--- src/rtl/multi_cycle_ctrl.sv ---
// Multi-cycle MIPS control FSM: sequences FETCH/DECODE/EXEC/MEM/WB per instruction,
// drives the shared-ALU datapath strobes and traps on illegal ops or memory timeout.
module multi_cycle_ctrl #(
  parameter int unsigned ALUOP_W = 5,
  parameter int unsigned TIMEOUT = 16
) (
  input  logic               clk,
  input  logic               rst_n,
  input  logic [5:0]         op,
  input  logic [5:0]         funct,
  input  logic               zero,
  input  logic               mem_ready,
  output logic               pc_write,
  output logic [1:0]         pc_src,
  output logic               ir_write,
  output logic               mem_read,
  output logic               mem_write,
  output logic               i_or_d,
  output logic               reg_write,
  output logic               memtoreg,
  output logic               reg_dst,
  output logic               alu_src_a,
  output logic [1:0]         alu_src_b,
  output logic               if_extend,
  output logic [ALUOP_W-1:0] aluop,
  output logic               illegal,
  output logic [2:0]         state
);

  typedef enum logic [2:0] {
    StFetch  = 3'd0,
    StDecode = 3'd1,
    StExec   = 3'd2,
    StMem    = 3'd3,
    StWb     = 3'd4,
    StTrap   = 3'd7
  } state_e;

  typedef enum logic [3:0] {
    ClsNone, ClsR, ClsAddi, ClsAddiu, ClsAndi, ClsOri, ClsLui, ClsLw, ClsSw, ClsBeq
  } cls_e;

  localparam logic [5:0] OpRtype = 6'b000000;
  localparam logic [5:0] OpJ     = 6'b000010;
  localparam logic [5:0] OpBeq   = 6'b000100;
  localparam logic [5:0] OpAddi  = 6'b001000;
  localparam logic [5:0] OpAddiu = 6'b001001;
  localparam logic [5:0] OpAndi  = 6'b001100;
  localparam logic [5:0] OpOri   = 6'b001101;
  localparam logic [5:0] OpLui   = 6'b001111;
  localparam logic [5:0] OpLw    = 6'b100011;
  localparam logic [5:0] OpSw    = 6'b101011;

  localparam logic [5:0] FnAdd  = 6'b100000;
  localparam logic [5:0] FnAddu = 6'b100001;
  localparam logic [5:0] FnSubu = 6'b100011;
  localparam logic [5:0] FnAnd  = 6'b100100;
  localparam logic [5:0] FnOr   = 6'b100101;
  localparam logic [5:0] FnSlt  = 6'b101010;

  localparam logic [ALUOP_W-1:0] AluAdd  = ALUOP_W'(0);
  localparam logic [ALUOP_W-1:0] AluAddu = ALUOP_W'(1);
  localparam logic [ALUOP_W-1:0] AluSubu = ALUOP_W'(2);
  localparam logic [ALUOP_W-1:0] AluAnd  = ALUOP_W'(3);
  localparam logic [ALUOP_W-1:0] AluOr   = ALUOP_W'(4);
  localparam logic [ALUOP_W-1:0] AluSlt  = ALUOP_W'(5);
  localparam logic [ALUOP_W-1:0] AluLui  = ALUOP_W'(6);

  // Counter only ever needs to hold 0..TIMEOUT-1.
  localparam int unsigned     CntW   = (TIMEOUT > 1) ? $clog2(TIMEOUT) : 1;
  localparam logic [CntW-1:0] CntMax = CntW'((TIMEOUT > 0) ? TIMEOUT - 1 : 0);

  state_e            state_q, state_d;
  cls_e              cls_q, cls_d, dec_cls;
  logic [CntW-1:0]   cnt_q, cnt_d;
  logic              illegal_q, illegal_d;
  logic              dec_jump;
  logic              r_legal;
  logic [ALUOP_W-1:0] r_aluop;
  logic              timeout_hit;

  // R-type funct decode
  always_comb begin
    r_legal = 1'b1;
    r_aluop = AluAdd;
    case (funct)
      FnAdd:   r_aluop = AluAdd;
      FnAddu:  r_aluop = AluAddu;
      FnSubu:  r_aluop = AluSubu;
      FnAnd:   r_aluop = AluAnd;
      FnOr:    r_aluop = AluOr;
      FnSlt:   r_aluop = AluSlt;
      default: r_legal = 1'b0;
    endcase
  end

  // Opcode decode; ClsNone with no jump means the instruction is undecodable.
  always_comb begin
    dec_cls  = ClsNone;
    dec_jump = 1'b0;
    case (op)
      OpRtype: dec_cls = r_legal ? ClsR : ClsNone;
      OpAddi:  dec_cls = ClsAddi;
      OpAddiu: dec_cls = ClsAddiu;
      OpAndi:  dec_cls = ClsAndi;
      OpOri:   dec_cls = ClsOri;
      OpLui:   dec_cls = ClsLui;
      OpLw:    dec_cls = ClsLw;
      OpSw:    dec_cls = ClsSw;
      OpBeq:   dec_cls = ClsBeq;
      OpJ:     dec_jump = 1'b1;
      default: dec_cls = ClsNone;
    endcase
  end

  always_ff @(posedge clk or negedge rst_n) begin
    if (!rst_n) begin
      state_q   <= StFetch;
      cls_q     <= ClsNone;
      cnt_q     <= '0;
      illegal_q <= 1'b0;
    end else begin
      state_q   <= state_d;
      cls_q     <= cls_d;
      cnt_q     <= cnt_d;
      illegal_q <= illegal_d;
    end
  end

  always_comb begin
    state_d     = state_q;
    cls_d       = cls_q;
    cnt_d       = '0;
    timeout_hit = (TIMEOUT != 0) && (cnt_q == CntMax);
    case (state_q)
      StFetch: begin
        if (mem_ready) begin
          state_d = StDecode;
        end else if (timeout_hit) begin
          state_d = StTrap;
        end
      end
      StDecode: begin
        cls_d = dec_cls;
        if (dec_jump) begin
          state_d = StFetch;
        end else if (dec_cls != ClsNone) begin
          state_d = StExec;
        end else begin
          state_d = StTrap;
        end
      end
      StExec: begin
        case (cls_q)
          ClsR, ClsAddi, ClsAddiu, ClsAndi, ClsOri, ClsLui: state_d = StWb;
          ClsLw, ClsSw:                                     state_d = StMem;
          ClsBeq:                                           state_d = StFetch;
          default:                                          state_d = StTrap;
        endcase
      end
      StMem: begin
        if (mem_ready) begin
          if (cls_q == ClsLw) begin
            state_d = StWb;
          end else if (cls_q == ClsSw) begin
            state_d = StFetch;
          end else begin
            state_d = StTrap;
          end
        end else if (timeout_hit) begin
          state_d = StTrap;
        end
      end
      StWb:    state_d = StFetch;
      StTrap:  state_d = StTrap;
      default: state_d = StTrap;
    endcase

    // Count only consecutive wait cycles within one memory state.
    if ((TIMEOUT != 0) && (state_q == StFetch || state_q == StMem) && !mem_ready &&
        (state_d == state_q)) begin
      cnt_d = cnt_q + 1'b1;
    end
    illegal_d = illegal_q | (state_d == StTrap);
  end

  always_comb begin
    pc_write  = 1'b0;
    pc_src    = 2'd0;
    ir_write  = 1'b0;
    mem_read  = 1'b0;
    mem_write = 1'b0;
    i_or_d    = 1'b0;
    reg_write = 1'b0;
    memtoreg  = 1'b0;
    reg_dst   = 1'b0;
    alu_src_a = 1'b0;
    alu_src_b = 2'd0;
    if_extend = 1'b0;
    aluop     = AluAdd;
    case (state_q)
      StFetch: begin
        mem_read  = 1'b1;
        alu_src_b = 2'd1;
        aluop     = AluAddu;
        if (mem_ready) begin
          ir_write = 1'b1;
          pc_write = 1'b1;
        end
      end
      StDecode: begin
        // Branch target computed speculatively while the op is decoded.
        alu_src_b = 2'd3;
        if_extend = 1'b1;
        aluop     = AluAddu;
        if (dec_jump) begin
          pc_write = 1'b1;
          pc_src   = 2'd2;
        end
      end
      StExec: begin
        alu_src_a = 1'b1;
        case (cls_q)
          ClsR: begin
            alu_src_b = 2'd0;
            aluop     = r_aluop;
          end
          ClsAddi: begin
            alu_src_b = 2'd2;
            if_extend = 1'b1;
            aluop     = AluAdd;
          end
          ClsAddiu: begin
            alu_src_b = 2'd2;
            if_extend = 1'b1;
            aluop     = AluAddu;
          end
          ClsAndi: begin
            alu_src_b = 2'd2;
            aluop     = AluAnd;
          end
          ClsOri: begin
            alu_src_b = 2'd2;
            aluop     = AluOr;
          end
          ClsLui: begin
            alu_src_b = 2'd2;
            if_extend = 1'b1;
            aluop     = AluLui;
          end
          ClsLw, ClsSw: begin
            alu_src_b = 2'd2;
            if_extend = 1'b1;
            aluop     = AluAdd;
          end
          ClsBeq: begin
            alu_src_b = 2'd0;
            aluop     = AluSubu;
            pc_src    = 2'd1;
            pc_write  = zero;
          end
          default: alu_src_a = 1'b0;
        endcase
      end
      StMem: begin
        i_or_d    = 1'b1;
        mem_read  = (cls_q == ClsLw);
        mem_write = (cls_q == ClsSw);
      end
      StWb: begin
        reg_write = 1'b1;
        memtoreg  = (cls_q == ClsLw);
        reg_dst   = (cls_q != ClsR);
      end
      default: ;
    endcase
  end

  assign illegal = illegal_q;
  assign state   = state_q;

endmodule

--- config.mk ---
export PLATFORM = sky130hd
export DESIGN_NAME = multi_cycle_ctrl
export DESIGN_NICKNAME = d
export VERILOG_FILES = /design/src/rtl/multi_cycle_ctrl.sv
export SDC_FILE = /design/constraint.sdc
export NUM_CORES = 1
export LEC_CHECK = 0
export BUFFER_PORTS_ARGS = -buffer_cell sky130_fd_sc_hd__buf_2
export CORE_ASPECT_RATIO = 0.5
export CORE_MARGIN = 5
export CORE_UTILIZATION = 38
export DETAILED_ROUTE_END_ITERATION = 8
export GPL_TIMING_DRIVEN = 0
export PLACE_DENSITY = 0.66
export SLEW_MARGIN = 5
export SYNTH_ARGS = -nofsm -noshare
export SYNTH_HDL_FRONTEND = slang
export SYNTH_SLANG_ARGS = --single-unit
--- constraint.sdc ---
create_clock -name clk -period 3.5 [get_ports clk]
set_input_delay 0.35 -clock clk [delete_from_list [all_inputs] [get_ports clk]]
set_output_delay 0.35 -clock clk [all_outputs]
set_load 0.03 [all_outputs]
; ---- Word-level counts from Yosys, hierarchy flattened
; Memories as Yosys holds them, arrays and structs flattened.
; Index checks and enable logic that the tools add are counted.
[totals]
rom_bits = 48
latchBits = 0
out_inout_bits = 23
ff_bits = 12
mem_count = 1
mem_bits_rw = 0
inputBits = 16
[mem_list]
columns = name, words, width, read_ports, rd_ports_with_merged_regs, write_ports, line
row1 = (no name shown), 16, 3, 1, 0, 0, 154  ; case (cls_q)
[classes]
n_mul = 0
n_shift = 0
div = 0
bitwise = 1
reduce_logical = 12
n_eq_ne = 32
add_sub_neg = 1
mux = 36
order_cmp = 0
[ops]
columns = cell, n
row1 = $eq 6x6->1 const B, 8
row2 = $pmux 4 s9, 1
row3 = $eq 6x4->1 const B, 5
row4 = $pmux 3 s5, 2
row5 = $pmux 5 s6, 1
row6 = $mux 3, 7
row7 = $eq 4x3->1 const B, 4
row8 = $mux 1, 16
row9 = $eq 4x4->1 const B, 3
row10 = $pmux 5 s2, 1
row11 = $reduce_or 9->1, 1
row12 = $eq 4x2->1 const B, 2
row13 = $reduce_or 7->1, 1
row14 = $eq 3x2->1 const B, 2
row15 = $eq 3x3->1 const B, 2
row16 = $eq 6x2->1 const B, 1
row17 = $eq 6x3->1 const B, 1
row18 = $logic_not 6->1, 1
row19 = $pmux 2 s3, 1
row20 = $reduce_or 6->1, 1
row21 = $reduce_or 5->1, 1
row22 = $add 4x1->4 const B, 1
row23 = $eq 4x1->1 const B, 1
row24 = $mux 2, 2
row25 = 14 further kinds, 16

; ---- Depth between registers and ports, before layout
; Gate-level depths: netlist of the first run.
[depth]
word_depth = 12
mapped_depth = 6
ltp_nobuf = 6

; ---- Worst setup path before layout of the first run
; No wires, ideal clock.
[synth_path]
path_kind = register to output
start = register state_q[1], in the netlist state[1]
end = output port pc_write
slack_ps = 756
required_ps = 3150
arrival_ps = 2394
stages_incl_launch_ff = 6
cell_sequence = dfrtp_1 buf_2 nor2_1 nand2_1 nor2_1 a211o_1
[synth_via]
elab_chain_cells = 2
word_cells_on_any_way = 4
cone_classes = 2 x eq/ne / 1 x mux / 1 x reduce/logical
[synth_lines]
columns = item, line
row1 = "start, declared", 73  ; state_e state_q, state_d;
row2 = "start signal, assigned", 118  ; state_q <= StFetch;
row3 = "start signal, assigned", 123  ; state_q <= state_d;
row4 = $eq 3x2->1 (tied with other cells), 201  ; case (state_q)
row5 = $pmux 1 s3 (*), 201
row6 = "end, declared", 13  ; output logic pc_write,
; Mark *: on every way between the ends. The rest lies on a longest branch, timed or not.

; ---- Worst setup path after layout of the first run
; Ends and elaborated chain as after synthesis.

==> results.sh, run 1 <==
export IMPL_crit_chain="buf_2 -> nor2_1 -> nand2_1 -> nor2_1 -> a211o_1 -> buf_2"
export IMPL_cp_data_arrival_time_ps=1910
export IMPL_tightest_slew_ps=543
export IMPL_finalMaxSlewViolations=0
export IMPL_antenna_found_initial=0
export IMPL_firstDrtPassIters=6
export IMPL_dp_cells=227
export IMPL_synth_area_leaders="dfrtp_1, a21oi_1, nor2_1"
export IMPL_grt_first_pass_wirelength_um=5150
export IMPL_grt_max_degree=13
export IMPL_gp_congestion=0.838
export IMPL_setup_viol_count_final=0
export IMPL_grt_pass1_vias=1161
export IMPL_skew_ps=2.18
export IMPL_dieWidth_um=88.2
export IMPL_worstPathRequired_ps=3150
export IMPL_root_buffer="clkbuf_8"
export IMPL_clk_latency_ps=240
export IMPL_synth_edf_count=0
export IMPL_yosys_register_bits=12
export IMPL_viasPerCell=5.38
export IMPL_ys_flop_type="dfrtp_1"
export IMPL_io_buffers=36
export IMPL_vias=1247
export IMPL_slowest_stage="dfrtp_1"
export IMPL_netlist_instances=150
export IMPL_max_freq_ghz=0.442
export IMPL_drt_iter0_drc=67
export IMPL_grt_usage_pct=14.8
export IMPL_num_antenna_cells=0
export IMPL_synth_largest_area_cell="dfrtp_1"
export IMPL_cp_end_kind="primary output"
export IMPL_clock_sinks=12
export IMPL_vdd_ir_drop_max_uv=199
export IMPL_instances_no_fill=232
export IMPL_final_nets=210
export IMPL_wl_per_cell_um=12.8
export IMPL_synth_cell_types=49
export IMPL_status="complete, no violations"
export IMPL_finalCritPeriodShare_pct=64.6
export IMPL_pin_count=39
export IMPL_drcViolationCount=0
export IMPL_rsz0062_at_grt="no"
export IMPL_setup_slack_ps=1240
export IMPL_rows=14
export IMPL_place_hpwl_um=2470
export IMPL_cts_tree="built"
export IMPL_grt_ovfl_total=0
export IMPL_synth_most_common_cell="nor2_1"
export IMPL_finalHoldViolations=0
export IMPL_die_h_um=49.1
export IMPL_pre_cts_ws_ps=1290
export IMPL_path_clk_slew_ps=50
export IMPL_synthArstFlopShare_pct=100
export IMPL_crit_path_max_fanout=10
export IMPL_p_leak_nw=0.667
export IMPL_clockBufferDepth=2
export IMPL_wirelength_um=2980
export IMPL_synth_warnings=0
export IMPL_max_stage_delay_ps=390
export IMPL_fin_crit_ps=2260
export IMPL_synthToLayoutAreaGrowth_pct=25.8
export IMPL_synth_seq_area_share_pct=25.9
export IMPL_r2r_setup_slack_ps=1310
export IMPL_min_path_type="input port to register"
export IMPL_layout_drive_gt1_share_pct=29.7
export IMPL_yosys_top_cells_count="nor2_1, a21oi_1, dfrtp_1"
export IMPL_htreeDepth=1
export IMPL_die_area_um2=4330
export IMPL_maxCapViolations=0
export IMPL_core_area_um2=2960
export IMPL_numCtsBuffers=3
export IMPL_maxSlewHeadroom_pct=63.3
export IMPL_path_class="register to primary output"
export IMPL_syn_avg_cell_area_um2=7.74
export IMPL_syn_area_um2=1160
export IMPL_initial_core_util_pct=39.2
export IMPL_tns_ps=0
export IMPL_ant_nets=0
export IMPL_netlist_area_leader_share_pct=25.9
export IMPL_start_kind="register"
export IMPL_powerDensity_nw_per_um2=334
==> registers in the layout (all words and copies together) (netlist names) <==
name,cells
cls_q,4
cnt_q,4
illegal,1
state,3
==> cell families (layout without fill, tap and decap cells) <==
| kind of cell | Yosys count | count (layout) | synth area share, % |
|---|---|---|---|
| mux | 4 | 4 | 3.77 |
| other cells | 1 | 2 | 0.323 |
| simple gates | 72 | 72 | 35.2 |
| xor+xnor | 4 | 4 | 3.02 |
| compound gates | 41 | 41 | 24.9 |
| fa+ha+maj | 1 | 1 | 1.08 |
| flops | 12 | 12 | 25.9 |
| buf+inv | 15 | 56 | 5.82 |
==> what timing repair did <==
item,4_1_cts,5_1_grt
resized for setup,0,0
hold endpoints to repair,12,0
hold buffers,1,0
setup buffers,0,0
==> power breakdown <==
| part | switching, mW | internal, mW | leakage (nW) |
|---|---|---|---|
| logic | 0.114 | 0.0656 | 0.494 |
| clock network | 0.0465 | 0.0990 | 0.0288 |
| registers | 0.0127 | 0.149 | 0.145 |
| total | 0.174 | 0.314 | 0.667 |
==> final timing paths <==
check,startpoint,endpoint,cells after the start
setup reg to reg,cls_q[0]$_DFFE_PN0P_,cnt_q[3]$_DFF_PN0_,6
hold reg to reg,cnt_q[0]$_DFF_PN0_,cnt_q[0]$_DFF_PN0_,1
max in group asynchronous,rst_n,state[1]$_DFF_PN0_,2
setup / recovery,state[1]$_DFF_PN0_,pc_write,6
min in group asynchronous,rst_n,state[0]$_DFF_PN0_,2
hold / removal,mem_ready,cnt_q[2]$_DFF_PN0_,2
==> cells in the final DEF (no fill, tap or decap), types with 4 or more instances in the layout <==
cell / synthesis / layout
dfrtp_1: 12 / 12
nor3_1: 9 / 9
nand2_1: 11 / 11
clkbuf_8: 0 / 4
a21oi_1: 13 / 13
buf_2: 3 / 39
nor4_1: 4 / 4
o21ai_0: 5 / 5
inv_1: 6 / 6
nor3b_1: 4 / 4
nor2b_1: 7 / 7
nor2_1: 17 / 17
==> area by class of cell <==
| cell class | instances | area, µm² |
|---|---|---|
| inverters | 6 | 22.5 |
| fillers | 321 | 1500 |
| clock buffers | 4 | 55.1 |
| plain buffers | 9 | 45.0 |
| well taps | 40 | 50.0 |
| multi-input cells | 124 | 797 |
| repair buffers | 37 | 190 |
| flip-flops and latches | 12 | 300 |
==> worst max-delay path, delay by kind of cell, from the launching register on <==
family,cells,cell delay (ps)
and+or+nand+nor,3,780
DFF,1,390
buffers and inverters,2,380
AOI/OAI and AO/OA,1,120
==> metal layers <==
| layer | global-route usage, % | up-vias | part of all wire, % |
|---|---|---|---|
| met5 | 0 | - | 0 |
| met4 | 4.77 | 0 | 0.91 |
| met3 | 3.71 | 4 | 5.8 |
| met2 | 24.3 | 19 | 47 |
| met1 | 18.8 | 591 | 46 |
| li1 | - | 633 | - |
==> stage by stage <==
step / hold WS, ps / power, mW / utilization (%) / instance area, µm²
4_1_cts: 359 / 0.492 / 49.3 / 1460
2_1_floorplan: 54.4 / 0.289 / - / 1160
3_5_place_dp: 238 / 0.342 / 47.1 / 1400
6_report: 364 / 0.487 / 49.3 / 1460
5_1_grt: 366 / 0.520 / 49.3 / 1460
3_3_place_gp: 236 / 0.340 / 47.1 / 1400
(Power assumes the default switching activity.)
==> run 2, diff against run 1 <==
- clock period: 3.5 -> 2.3 ns (I/O delays scaled with it)
==> results.sh, run 2 (synthesized netlist as in run 1, its figures left out) <==
export IMPL_grt_pass1_vias=1084
export IMPL_viasPerCell=5.34
export IMPL_io_buffers=36
export IMPL_maxCapViolations=0
export IMPL_grt_ovfl_total=0
export IMPL_clockBufferDepth=2
export IMPL_maxSlewHeadroom_pct=65.3
export IMPL_pin_count=39
export IMPL_num_antenna_cells=0
export IMPL_wirelength_um=2950
export IMPL_grt_first_pass_wirelength_um=4970
export IMPL_final_nets=210
export IMPL_core_area_um2=2960
export IMPL_crit_chain="buf_1 -> nor3_1 -> nand2_1 -> o21ai_0 -> a21oi_1 -> nor2_1 -> buf_2"
export IMPL_cp_end_kind="primary output"
export IMPL_antenna_found_initial=0
export IMPL_rsz0062_at_grt="no"
export IMPL_vdd_ir_drop_max_uv=277
export IMPL_firstDrtPassIters=4
export IMPL_cp_data_arrival_time_ps=1860
export IMPL_crit_path_max_fanout=10
export IMPL_htreeDepth=1
export IMPL_initial_core_util_pct=39.2
export IMPL_powerDensity_nw_per_um2=507
export IMPL_fillers=296
export IMPL_path_clk_slew_ps=50
export IMPL_synthToLayoutAreaGrowth_pct=27.3
export IMPL_root_buffer="clkbuf_8"
export IMPL_worstPathRequired_ps=2070
export IMPL_path_buf_inv=2
export IMPL_max_freq_ghz=0.480
export IMPL_skew_ps=1.85
export IMPL_dieWidth_um=88.2
export IMPL_min_path_type="input port to register"
export IMPL_gp_congestion=0.839
export IMPL_p_leak_nw=0.670
export IMPL_die_h_um=49.1
export IMPL_setup_viol_count_final=0
export IMPL_start_kind="register"
export IMPL_layout_drive_gt1_share_pct=31.8
export IMPL_final_common_cell="buf_2"
export IMPL_tightest_slew_ps=516
export IMPL_ant_nets=0
export IMPL_finalCritPeriodShare_pct=90.7
export IMPL_final_cell_mix="buf_2, nor2_1, a21oi_1"
export IMPL_cts_tree="built"
export IMPL_clock_sinks=12
export IMPL_wl_per_cell_um=12.7
export IMPL_vias=1240
export IMPL_die_area_um2=4330
export IMPL_place_hpwl_um=2390
export IMPL_cp_top_family="simple AND/OR/NAND/NOR gates"
export IMPL_numCtsBuffers=3
export IMPL_finalHoldViolations=0
export IMPL_clk_latency_ps=240
export IMPL_drt_iter0_drc=64
export IMPL_max_stage_delay_ps=410
export IMPL_path_class="register to primary output"
export IMPL_fin_area_um2=1480
export IMPL_tns_ps=0
export IMPL_grt_max_degree=13
export IMPL_hold_slack_ps=238
export IMPL_fin_crit_ps=2090
export IMPL_finalMaxSlewViolations=0
export IMPL_status="complete, no violations"
export IMPL_rows=14
export IMPL_grt_usage_pct=14.2
export IMPL_slowest_stage="dfrtp_1"
export IMPL_post_dp_cell_area_um2=1410
export IMPL_drcViolationCount=0
run 2: cell types whose count changed in the layout (fill, tap and decap cells not counted):
cell	delta
nor4_2	+1
nor2_1	-2
nor2_2	+2
nor4b_2	+1
nor4_1	-1
nor4b_1	-1
run 2: power breakdown:
| group | switching, mW | internal [mW] |
|---|---|---|
| logic | 0.175 | 0.102 |
| registers | 0.0201 | 0.227 |
| clock network | 0.0737 | 0.151 |
run 2: what timing repair did:
action,4_1_cts,5_1_grt
hold buffers,1,0
endpoints found under the setup margin,0,4
hold endpoints to repair,12,0
resized for setup,0,1
buffers inserted,0,0
run 2: path summary, 6_finish.rpt:
kind	startpoint	to	slack [ps]	depth (start not counted)
setup / recovery	cls_q[1]$_DFFE_PN0P_	alu_src_b[1]	210	7
hold / removal	mem_ready	cnt_q[2]$_DFF_PN0_	240	2
setup reg to reg	cnt_q[0]$_DFF_PN0_	cnt_q[3]$_DFF_PN0_	240	6
hold reg to reg	cnt_q[0]$_DFF_PN0_	cnt_q[0]$_DFF_PN0_	470	1
max in group asynchronous	rst_n	cnt_q[2]$_DFF_PN0_	1700	2
min in group asynchronous	rst_n	state[0]$_DFF_PN0_	390	2
run 2: routing by layer:
metal / track usage [%] / vias to the layer above / routed length (µm)
met2: 23.1 / 26 / 1370
met1: 18.9 / 572 / 1320
met4: 4.52 / 0 / 28
li1: - / 638 / -
met5: 0 / - / 0
met3: 2.87 / 4 / 225
run 2: layout make-up:
cell class                      count  area [µm²]  area share, %
Timing Repair Buffer               37         190           12.9
Clock buffer                        4        55.1           3.73
Tap cell                           40        50.0           3.39
Inverter                            6        22.5           1.52
Buffer                              9        45.0           3.05
Sequential cell                    12         300           20.3
Multi-Input combinational cell    124         815           55.1
run 2: worst reg2reg max path: stages, from the launching register on:
cell      delay, ps
dfrtp_1         390
ha_1            230
a31oi_1         330
nor2_1           80
a221oi_1        500
o41ai_2         230
nor3_1          220
run 2: per-stage QoR:
stage | worst slack (ps) | utilization [%] | power (mW) | std cells
floorplan | 71.6 | - | 0.442 | 151
global placement | 92.5 | 47.5 | 0.520 | 227
detailed placement | 116 | 47.5 | 0.522 | 227
CTS | 97.7 | 49.7 | 0.752 | 232
global route | 70.4 | 49.9 | 0.794 | 232
finish | 215 | 49.9 | 0.749 | 232
==> run 3, diff against run 2 <==
- CELL_PAD_IN_SITES_DETAIL_PLACEMENT: unset -> 0
- CELL_PAD_IN_SITES_GLOBAL_PLACEMENT: unset -> 1
- CORE_ASPECT_RATIO: 0.5 -> 1.1
- CORE_UTILIZATION: 38 -> 35
- PLACE_DENSITY: 0.66 -> 0.81
==> results.sh, run 3 (synthesized netlist as in run 1, its figures left out) <==
export IMPL_max_stage_delay_ps=530
export IMPL_finalCritPeriodShare_pct=98.0
export IMPL_r2r_setup_slack_ps=50
export IMPL_crit_path_max_fanout=10
export IMPL_dp_cells=223
export IMPL_dieWidth_um=64.9
export IMPL_post_cts_repair_setup_buffers=0
export IMPL_layout_drive_gt1_share_pct=31.3
export IMPL_drt_iter0_drc=90
export IMPL_io_buffers=36
export IMPL_core_area_um2=3280
export IMPL_grt_usage_pct=14.0
export IMPL_final_common_cell="buf_2"
export IMPL_start_kind="register"
export IMPL_crit_end="cnt_q[0]$_DFF_PN0_"
export IMPL_slowest_stage="nor4b_1"
export IMPL_grt_ovfl_total=0
export IMPL_p_leak_nw=0.660
export IMPL_status="complete, no violations"
export IMPL_worstPathRequired_ps=2480
export IMPL_gp_congestion=0.832
export IMPL_skew_ps=3.40
export IMPL_cts_tree="built"
export IMPL_path_class="register to register"
export IMPL_initial_core_util_pct=35.4
export IMPL_grt_max_degree=13
export IMPL_htreeDepth=1
export IMPL_vias=1275
export IMPL_pin_count=39
export IMPL_numCtsBuffers=3
export IMPL_pre_cts_ws_ps=73.7
export IMPL_finalHoldViolations=0
export IMPL_post_dp_cell_area_um2=1400
export IMPL_wl_per_cell_um=13.7
export IMPL_antenna_found_initial=0
export IMPL_final_nets=210
export IMPL_crit_chain="buf_2 -> nor4b_1 -> o22ai_1 -> a221oi_1 -> o41ai_2 -> nor3_1"
export IMPL_grt_pass1_vias=1107
export IMPL_powerDensity_nw_per_um2=475
export IMPL_wirelength_um=3130
export IMPL_cp_data_arrival_time_ps=2430
export IMPL_clock_sinks=12
export IMPL_rows=22
export IMPL_num_antenna_cells=0
export IMPL_root_buffer="clkbuf_4"
export IMPL_firstDrtPassIters=4
export IMPL_finalMaxSlewViolations=0
export IMPL_grt_first_pass_wirelength_um=5240
export IMPL_crit_path_start="cls_q[0]$_DFFE_PN0P_"
export IMPL_viasPerCell=5.59
export IMPL_path_clk_slew_ps=80
export IMPL_timing_rr_start="cls_q[0]$_DFFE_PN0P_"
export IMPL_fin_area_um2=1450
export IMPL_clockBufferDepth=2
export IMPL_max_freq_ghz=0.444
export IMPL_die_area_um2=4570
export IMPL_r2r_end="cnt_q[0]$_DFF_PN0_"
export IMPL_ant_nets=0
export IMPL_rsz0062_at_grt="yes"
export IMPL_synthToLayoutAreaGrowth_pct=24.7
export IMPL_die_h_um=70.4
export IMPL_reg2reg_depth=6
export IMPL_tightest_slew_ps=595
export IMPL_drcViolationCount=0
export IMPL_fin_crit_ps=2250
export IMPL_cp_end_kind="register"
export IMPL_clk_latency_ps=270
export IMPL_maxCapViolations=0
export IMPL_place_hpwl_um=2490
export IMPL_setup_viol_count_final=0
export IMPL_maxSlewHeadroom_pct=59.8
export IMPL_setup_slack_ps=45.5
export IMPL_vdd_ir_drop_max_uv=350
export IMPL_instances_no_fill=228
export IMPL_min_path_type="input port to register"
export IMPL_final_cell_mix="buf_2, nor2_1, a21oi_1"
==> run 3: changes by cell type in the layout (fill, tap and decap cells not counted) <==
cell	before	now
clkbuf_4	0	3
clkbuf_8	4	1
nor4b_1	0	1
nor4b_2	1	0
==> run 3: through the flow <==
step                power (mW)  setup TNS (ps)  hold WS, ps  util (%)
floorplan                0.442               0        -65.6         -
detailed placement       0.524               0          117      42.8
global route             0.742            -360          242      44.2
global placement         0.521               0          111      42.8
finish                   0.687               0          224      44.2
CTS                      0.692               0          220      44.2
==> run 3: worst min-delay path by stage <==
stage / startpoint / to / cells past startpoint
final: mem_ready / cnt_q[2]$_DFF_PN0_ / 2
after global routing: mem_ready / cnt_q[2]$_DFF_PN0_ / 2
after CTS: mem_ready / cnt_q[2]$_DFF_PN0_ / 2
after detailed placement: rst_n / cnt_q[2]$_DFF_PN0_ / 1
after global placement: rst_n / cnt_q[2]$_DFF_PN0_ / 1
after floorplan: rst_n / cls_q[0]$_DFFE_PN0P_ / 0
==> run 3: routing by layer <==
layer	global-route usage, %	share of wire [%]
met4	4.23	1.1
met3	1.93	5.3
met2	23.3	51
met1	18.4	43
met5	0	0
==> run 3: report_power, final <==
group | switching [mW] | internal [mW] | leakage (nW) | total [mW]
clock network | 0.0690 | 0.0962 | 0.0210 | 0.165
registers | 0.0196 | 0.226 | 0.145 | 0.245
logic | 0.177 | 0.100 | 0.494 | 0.277
==> run 3: timing repair <==
item	4_1_cts	5_1_grt
resized for setup	0	0
setup endpoints to repair	0	5
endpoints found under the hold margin	12	0
hold buffers	1	0
==> run 3: final cells by class <==
class | instances | area [µm²]
well taps | 36 | 45.0
fillers | 350 | 1830
clock buffers | 4 | 36.3
flip-flops and latches | 12 | 300
inverters | 6 | 22.5
plain buffers | 9 | 45.0
repair buffers | 37 | 190
multi-input cells | 124 | 808
==> run 3: worst max-delay path, delay by kind of cell, from the launching register on <==
kind | cells | cell delay, ps
compound gates | 3 | 840
simple gates | 2 | 770
flops | 1 | 370
buf+inv | 1 | 180
